## src/rtl/mem_responder.sv

```systemverilog
// mem_responder: single-outstanding word memory that answers each request after WAIT_CYCLES wait states.
// Optional address checking is compiled in by defining MEM_RESPONDER_ADDR_CHECK_EN.
module mem_responder #(
  parameter int DEPTH       = 64,
  parameter int WAIT_CYCLES = 2
) (
  input  logic        Clk,
  input  logic        Reset,
  input  logic        Req,
  input  logic        Wr,
  input  logic [31:0] Address,
  input  logic [31:0] DataIn,
  output logic [31:0] DataOut,
  output logic        Ack,
  output logic        AddrErr,
  output logic        Busy
);

  localparam int         IDX_W     = $clog2(DEPTH);
  localparam logic [3:0] WAIT_LOAD = 4'(WAIT_CYCLES);
  localparam logic       HAS_WAIT  = (WAIT_CYCLES > 0);

  localparam logic [1:0] ST_IDLE = 2'd0;
  localparam logic [1:0] ST_WAIT = 2'd1;
  localparam logic [1:0] ST_RESP = 2'd2;

  logic [1:0]       state_r;
  logic [1:0]       state_next_s;
  logic [3:0]       cnt_r;
  logic [3:0]       cnt_next_s;
  logic             capture_s;

  logic             wr_r;
  logic [IDX_W-1:0] idx_r;
  logic [31:0]      data_r;
  logic             err_r;

  logic [IDX_W-1:0] idx_in_s;
  logic             err_in_s;

  logic             txn_wr_s;
  logic [IDX_W-1:0] txn_idx_s;
  logic [31:0]      txn_data_s;
  logic             txn_err_s;

  logic             enter_resp_s;
  logic             mem_we_s;
  logic             rd_ld_s;

  logic [31:0]      mem_r [DEPTH];
  logic [31:0]      data_out_r;
  logic             ack_r;
  logic             addr_err_r;
  logic             busy_r;

  assign idx_in_s = Address[IDX_W+1:2];

`ifdef MEM_RESPONDER_ADDR_CHECK_EN
  // Misaligned, or any bit set above the word-index field.
  function automatic logic addr_bad_f(input logic [31:0] addr);
    return (addr[1:0] != 2'b00) || ((addr >> (IDX_W + 2)) != 32'd0);
  endfunction

  assign err_in_s = addr_bad_f(Address);
`else
  logic unused_addr_s;
  assign unused_addr_s = ^{Address[1:0], Address[31:IDX_W+2]};
  assign err_in_s      = 1'b0;
`endif

  // Next-state and wait-counter logic.
  always_comb begin
    state_next_s = state_r;
    cnt_next_s   = cnt_r;
    capture_s    = 1'b0;
    case (state_r)
      ST_IDLE: begin
        if (Req) begin
          capture_s  = 1'b1;
          cnt_next_s = WAIT_LOAD;
          if (HAS_WAIT) begin
            state_next_s = ST_WAIT;
          end else begin
            state_next_s = ST_RESP;
          end
        end else begin
          state_next_s = ST_IDLE;
        end
      end
      ST_WAIT: begin
        if (cnt_r <= 4'd1) begin
          cnt_next_s   = 4'd0;
          state_next_s = ST_RESP;
        end else begin
          cnt_next_s   = cnt_r - 4'd1;
          state_next_s = ST_WAIT;
        end
      end
      ST_RESP: begin
        state_next_s = ST_IDLE;
      end
      default: begin
        state_next_s = ST_IDLE;
        cnt_next_s   = 4'd0;
      end
    endcase
  end

  // A zero-wait request enters RESP on its own capture edge, so it acts on the live inputs.
  always_comb begin
    if (capture_s) begin
      txn_wr_s   = Wr;
      txn_idx_s  = idx_in_s;
      txn_data_s = DataIn;
      txn_err_s  = err_in_s;
    end else begin
      txn_wr_s   = wr_r;
      txn_idx_s  = idx_r;
      txn_data_s = data_r;
      txn_err_s  = err_r;
    end
  end

  assign enter_resp_s = (state_next_s == ST_RESP) && !Reset;
  assign mem_we_s     = enter_resp_s && txn_wr_s && !txn_err_s;
  assign rd_ld_s      = enter_resp_s && !txn_wr_s && !txn_err_s;

  // Control state, captured request and registered outputs.
  always_ff @(posedge Clk) begin
    if (Reset) begin
      state_r    <= ST_IDLE;
      cnt_r      <= 4'd0;
      wr_r       <= 1'b0;
      idx_r      <= '0;
      data_r     <= 32'd0;
      err_r      <= 1'b0;
      data_out_r <= 32'd0;
      ack_r      <= 1'b0;
      addr_err_r <= 1'b0;
      busy_r     <= 1'b0;
    end else begin
      state_r    <= state_next_s;
      cnt_r      <= cnt_next_s;
      ack_r      <= enter_resp_s;
      addr_err_r <= enter_resp_s && txn_err_s;
      busy_r     <= (state_next_s != ST_IDLE);
      if (capture_s) begin
        wr_r   <= Wr;
        idx_r  <= idx_in_s;
        data_r <= DataIn;
        err_r  <= err_in_s;
      end
      if (rd_ld_s) begin
        data_out_r <= mem_r[txn_idx_s];
      end
    end
  end

  // Storage array; contents deliberately survive Reset.
  always_ff @(posedge Clk) begin
    if (mem_we_s) begin
      mem_r[txn_idx_s] <= txn_data_s;
    end
  end

  assign DataOut = data_out_r;
  assign Ack     = ack_r;
  assign AddrErr = addr_err_r;
  assign Busy    = busy_r;

endmodule

```

## config.mk

```make
export PLATFORM = sky130hd
export DESIGN_NAME = mem_responder
export DESIGN_NICKNAME = d
export VERILOG_FILES = /design/src/rtl/mem_responder.sv
export SDC_FILE = /design/constraint.sdc
export NUM_CORES = 2
export LEC_CHECK = 0
export CAP_MARGIN = 40
export CORE_AREA = 5 5 401 403
export CTS_CLUSTER_SIZE = 10
export DETAILED_ROUTE_END_ITERATION = 12
export DIE_AREA = 0 0 406 408
export DONT_BUFFER_PORTS = 1
export SYNTH_ARGS = -nofsm -noshare
export SYNTH_HDL_FRONTEND = slang
export SYNTH_SLANG_ARGS = --single-unit
```

## constraint.sdc

```tcl
create_clock -name Clk -period 4.3 [get_ports Clk]
set_input_delay 0.215 -clock Clk [delete_from_list [all_inputs] [get_ports Clk]]
set_output_delay 0.215 -clock Clk [all_outputs]
set_load 0.005 [all_outputs]
```

# --- Word-level counts from Yosys, hierarchy flattened ---
# Memory sizes are Yosys's and may differ from the RTL's. A register that Yosys moved wholly into a read port is not among the register bits.
# Cells that the tools add are included.
word_totals:
  ff_bits: 49
  ram_bits: 2048
  in_bits: 68
  word_cells: 43
  mem_count: 1
classes:
  add_sub_neg: 1
  order_cmp: 1
  eq_ne: 4
  n_mux: 14
  n_bitwise: 1
  n_reduce_logical: 12
memory_table:
  columns: ["name", "words", "width", "rd", "rd_clocked_by_memory_dff", "write_ports", "line_no", "source"]
  rows:
  - ["mem_r", 64, 32, 1, 1, 1, "50", "logic [31:0] mem_r [DEPTH];"]
op_table:
  columns: ["op", "n"]
  rows:
  - ["$mux 32", 1]
  - ["$pmux 4 s3", 1]
  - ["$mux 4", 2]
  - ["$mux 1", 7]
  - ["$logic_and 1x1->1", 6]
  - ["$mux 6", 1]
  - ["$eq 2x2->1 const B", 2]
  - ["$le 4x1->1 const B", 1]
  - ["$pmux 2 s2", 1]
  - ["$sub 4x1->4 const B", 1]
  - ["$logic_not 1->1", 3]
  - ["$eq 2x1->1 const B", 1]
  - ["$logic_not 2->1", 1]
  - ["$mux 2", 1]
  - ["$ne 2x2->1 const B", 1]
  - ["$reduce_and 2->1", 1]
  - ["$reduce_bool 2->1", 1]
  - ["$not 1->1", 1]

# --- Logic depth before layout (Yosys ltp) ---
logic_depth:
  ltp_word: 9
  mapped_depth: 11

# --- Least setup slack after synthesis ---
# OpenSTA, ideal clock, no wires.
synth_timing:
  kind: "reg2reg"
  start: "register state_r[0]"
  end: "memory mem_r[18][0], enable pin"
  setup_ns: 0.421
  arrival_ns: 3.527
  required_time_ns: 3.879
  path_slack_ns: 0.352
  stages_incl_launch_ff: 10
  n_path_buf: 5
  path_cell_list: "dfxtp_1 or3b_1 buf_2 mux2_4 buf_6 buf_2 buf_1 buf_1 nand2_1 nor2_1"
synth_via:
  elab_chain_cells: 8
synth_rtl:
  columns: ["element", "line_no", "source"]
  rows:
  - ["start: declaration", "27", "logic [1:0] state_r;"]
  - ["start signal: assignment", "142", "state_r <= state_next_s;"]
  - ["$eq 2x1->1 / $logic_not 2->1 (equally long branches)", "76", "case (state_r)"]
  - ["$pmux 2 s2", "76", null]
  - ["$eq 2x2->1", "124", "assign enter_resp_s = (state_next_s == ST_RESP) && !Reset;"]
  - ["$logic_and 1x1->1", "124", null]
  - ["$logic_and 1x1->1", "125", "assign mem_we_s = enter_resp_s && txn_wr_s && !txn_err_s;"]
  - ["$logic_and 1x1->1", null, null]
  - ["$mux 1", "161", "if (mem_we_s) begin"]
  - ["$mux 1 (not written as such)", "162", "mem_r[txn_idx_s] <= txn_data_s;"]
  - ["end: declaration", "50", null]
# Several ways; a longest one is shown, not always the timed one.

# --- Final worst setup path ---
layout_timing:
  start: "register state_r[0]"
  end: "memory mem_r[33][3], enable pin"
# The elaborated chain is that of the path after synthesis.

==> out/results.txt <==
site row count - 146
# IOs - 103
fin crit share - 0.854
CP Capture Type - flip-flop
slowest stage cell, crit path - nand2_1
final layout net count - 4663
Yosys top cell by area - edfxtp_1
Tot Pwr - 0.0451 W
routed wire length per instance - 36.5 µm
Top FF cell, synth - edfxtp_1
max incr delay on CP - 0.65 ns
Min Hold Slack - 0.0589 ns
Post-DP HPWL - 146000 µm
Comb power frac - 0.080
part of the power in the clock network - 0.403
Mapped Area - 77700 µm²
Setup Fix Bufs, Post-CTS - 0
worst-path cell chain - or3b_4, nand2_1, o21ai_0, and2_1, nand2_1, nor2_4, buf_4
Worst EP required - 4.76 ns
Worst R2R Path Depth - 7
dpl ws - 0.743 ns
most numerous cell in the Yosys netlist - edfxtp_1
Hold Crit Start - Address[5]
antenna violations before repair - 3
P&R area growth vs syn - 17.0%
vias in the first global route - 44009
Layout Skew - 0.0429 ns
placer congestion estimate - 0.810
post-synthesis sequential area ratio - 0.812
Tightest Hold Check Type - primary input to flip-flop
Syn Nets - 4333
r2r setup slk - 0.63 ns
Final Max Tran Viols - 0
Hold Path Depth - 3
Fin. Hold Viols - 0
max cap viols - 0
port bufs - 0
Worst Setup Slack, final - 0.628 ns
Sink Count - 2129
Avg Inst Size Synth - 18.2 µm²
switching share of power - 0.231
Vert. Die Dim - 408 µm
CP Data Arrival Time - 4.13 ns
P_sw - 0.0104 W
drt first-iter violations - 6773
Seq cells post-synth - 2129
DRT antenna net count - 0
vias post-DR - 46097
global-route wire length before repair - 348000 µm
clk root buf - clkbuf_16
Slew @ Worst Pin - 0.867 ns
r2r endpoint - mem_r[33][3]
hold path endpoint - idx_r[3]
drc violations - 0
GRT overflow - 0
Pre-antenna DRT Iters - 6
Slew HR - 0.422
most numerous cell on the critical path - nand2_1
# fillers - 11670
minimum clock period - 3.67 ns
sequential cell area - 63100 µm²
H-tree depth - 4
kind of critical path - flip-flop to flip-flop
start of the worst register-to-register path - state_r[0]
setup violators final - 0
Placeable Area - 157000 µm²
status - finished, final reports clean
total internal power - 0.0347 W
ys async rst share - 0
Pleak - 28.2 nW
Synth area leaders - edfxtp_1 79%, a22oi_1 5.0%, a22o_1 2.7%, a221oi_1 2.5%, dfxtp_1 2.1%
RSZ-0062 raised after global routing - no
post-route setup TNS - 0 ns
Worst-path clk slew - 0.06 ns
pin count of the biggest net entering global routing - 80
initial core utilization - 0.495
Synth Warn # - 0
Max Clk Rate - 0.272 GHz
cells after synthesis - 4263
worst-path maximum fanout - 26
VDD IR max - 0.380 mV
gr usage total - 0.300
area of the multi-input gates - 13900 µm²
Synth top cells by count - 2048 x edfxtp_1, 515 x a22oi_1, 241 x a22o_1, 224 x a221oi_1, 222 x a31oi_1
Routed Wire Length - 251000 µm
Power Dens Cells - 496 nW/µm²
number of enable flip-flop cells after synthesis - 2048
Critical Path Source Type - flip-flop
TritonCTS clock tree - done
Clock Tree Buf Depth - 3
number of buffers created by CTS - 232
Synth cell types - 53
clock latency on the worst-skew pair - 0.86 ns
layout cells sized above 1 - 0.156
post-synth top area share - 0.791
post-CTS sizing - 0
Die Footprint - 166000 µm²
vias per cell - 6.71
Die Width - 406 µm
Flop pwr share - 0.517
==> metrics by stage <==
| stage | instances | area (µm²) | utilization |
|---|---|---|---|
| after floorplan | 4263 | 77700 | - |
| after global routing | 6873 | 90900 | 0.579 |
| after CTS | 6873 | 90900 | 0.579 |
| after detailed placement | 6379 | 83500 | 0.532 |
| final | 6875 | 90900 | 0.579 |
| after global placement | 6357 | 83000 | 0.528 |
==> cell families (layout without fill, tap and decap cells) <==
group / after synthesis / after routing / synth area share
flip-flops: 2129 / 2129 / 0.812
AO/OA/AOI/OAI: 1334 / 1334 / 0.133
AND/OR/NAND/NOR: 423 / 423 / 0.0276
buffers and inverters: 309 / 847 / 0.0178
multiplexers: 63 / 63 / 0.00900
XOR/XNOR: 3 / 3 / 0.000338
adder cells (fa/ha/maj): 2 / 2 / 0.000322
other: 0 / 2 / 0
==> worst max-delay path: cells and delay by family (launching register included) <==
family	cells	cell delay [ns]
AND/OR/NAND/NOR	5	2.13
flip-flops	1	0.42
buffers and inverters	1	0.52
AO/OA/AOI/OAI	1	0.16
==> power groups by stage <==
stage	Sequential (W)	Clock (W)	Combinational, W
final	0.0233	0.0182	0.00362
after global routing	0.0233	0.0193	0.00380
after CTS	0.0233	0.0183	0.00357
after detailed placement	0.0237	0	0.00349
after global placement	0.0238	0	0.00332
after floorplan	0.0237	0	0.00187
==> worst max-delay path by stage <==
| stage | endpoint | slack, ns | from |
|---|---|---|---|
| 3_3_place_gp | mem_r[1][23] | 0.73 | state_r[0] |
| 5_1_grt | mem_r[33][3] | 0.48 | state_r[0] |
| 4_1_cts | DataOut[29] | 0.72 | state_r[0] |
| 2_1_floorplan | mem_r[18][0] | 0.35 | state_r[0] |
| 6_report | mem_r[33][3] | 0.63 | state_r[0] |
| 3_5_place_dp | DataOut[29] | 0.74 | state_r[0] |
==> final cells by class <==
cell class,instances,share of cell area
sequential,2129,0.694
multi-input combinational,1825,0.153
clock buffer,425,0.0722
timing repair buffer,397,0.0481
tap,2072,0.0285
clock inverter,17,0.00352
inverter,8,0.000330
antenna,2,0.0000550
==> registers in the layout (all words and copies together), names as in the netlist <==
signal	count
mem_r	2048
DataOut	32
data_r	32
idx_r	6
cnt_r	4
state_r	2
Ack	1
AddrErr	1
Busy	1
err_r	1
wr_r	1
==> metal layers <==
metal | track usage | wire length, µm | up-vias
li1 | - | - | 18770
met1 | 0.423 | 96000 | 23857
met2 | 0.458 | 115000 | 3003
met3 | 0.0723 | 29000 | 465
met4 | 0.111 | 10600 | 2
met5 | 0 | 11 | -
==> timing repair <==
action / 4_1_cts / 5_1_grt
hold buffers: 52 / 0
endpoints found under the setup margin: 0 / 0
hold endpoints to repair: 226 / 0
==> layout by cell type, fill, tap and decap left out, types with 8 or more instances in the layout <==
master         count
nand3_1           16
nor4bb_1          20
nor2_4            64
nand2_1          113
inv_1              8
clkbuf_16        233
buf_12            85
a41o_1            10
a22oi_1          515
buf_4            251
a31oi_1          222
dlygate4sd3_1     51
a21oi_1           51
clkbuf_1         191
nand2_2           31
nor3_1            15
a221oi_1         224
mux2i_1           26
nor2_1            44
mux2_2            26
a22o_1           241
buf_16            10
a311oi_1          28
nor4b_1            8
edfxtp_1        2048
dfxtp_1           81
nand4b_1          20
nor4_1            46
Note: power is estimated with default switching activity, not from simulation.
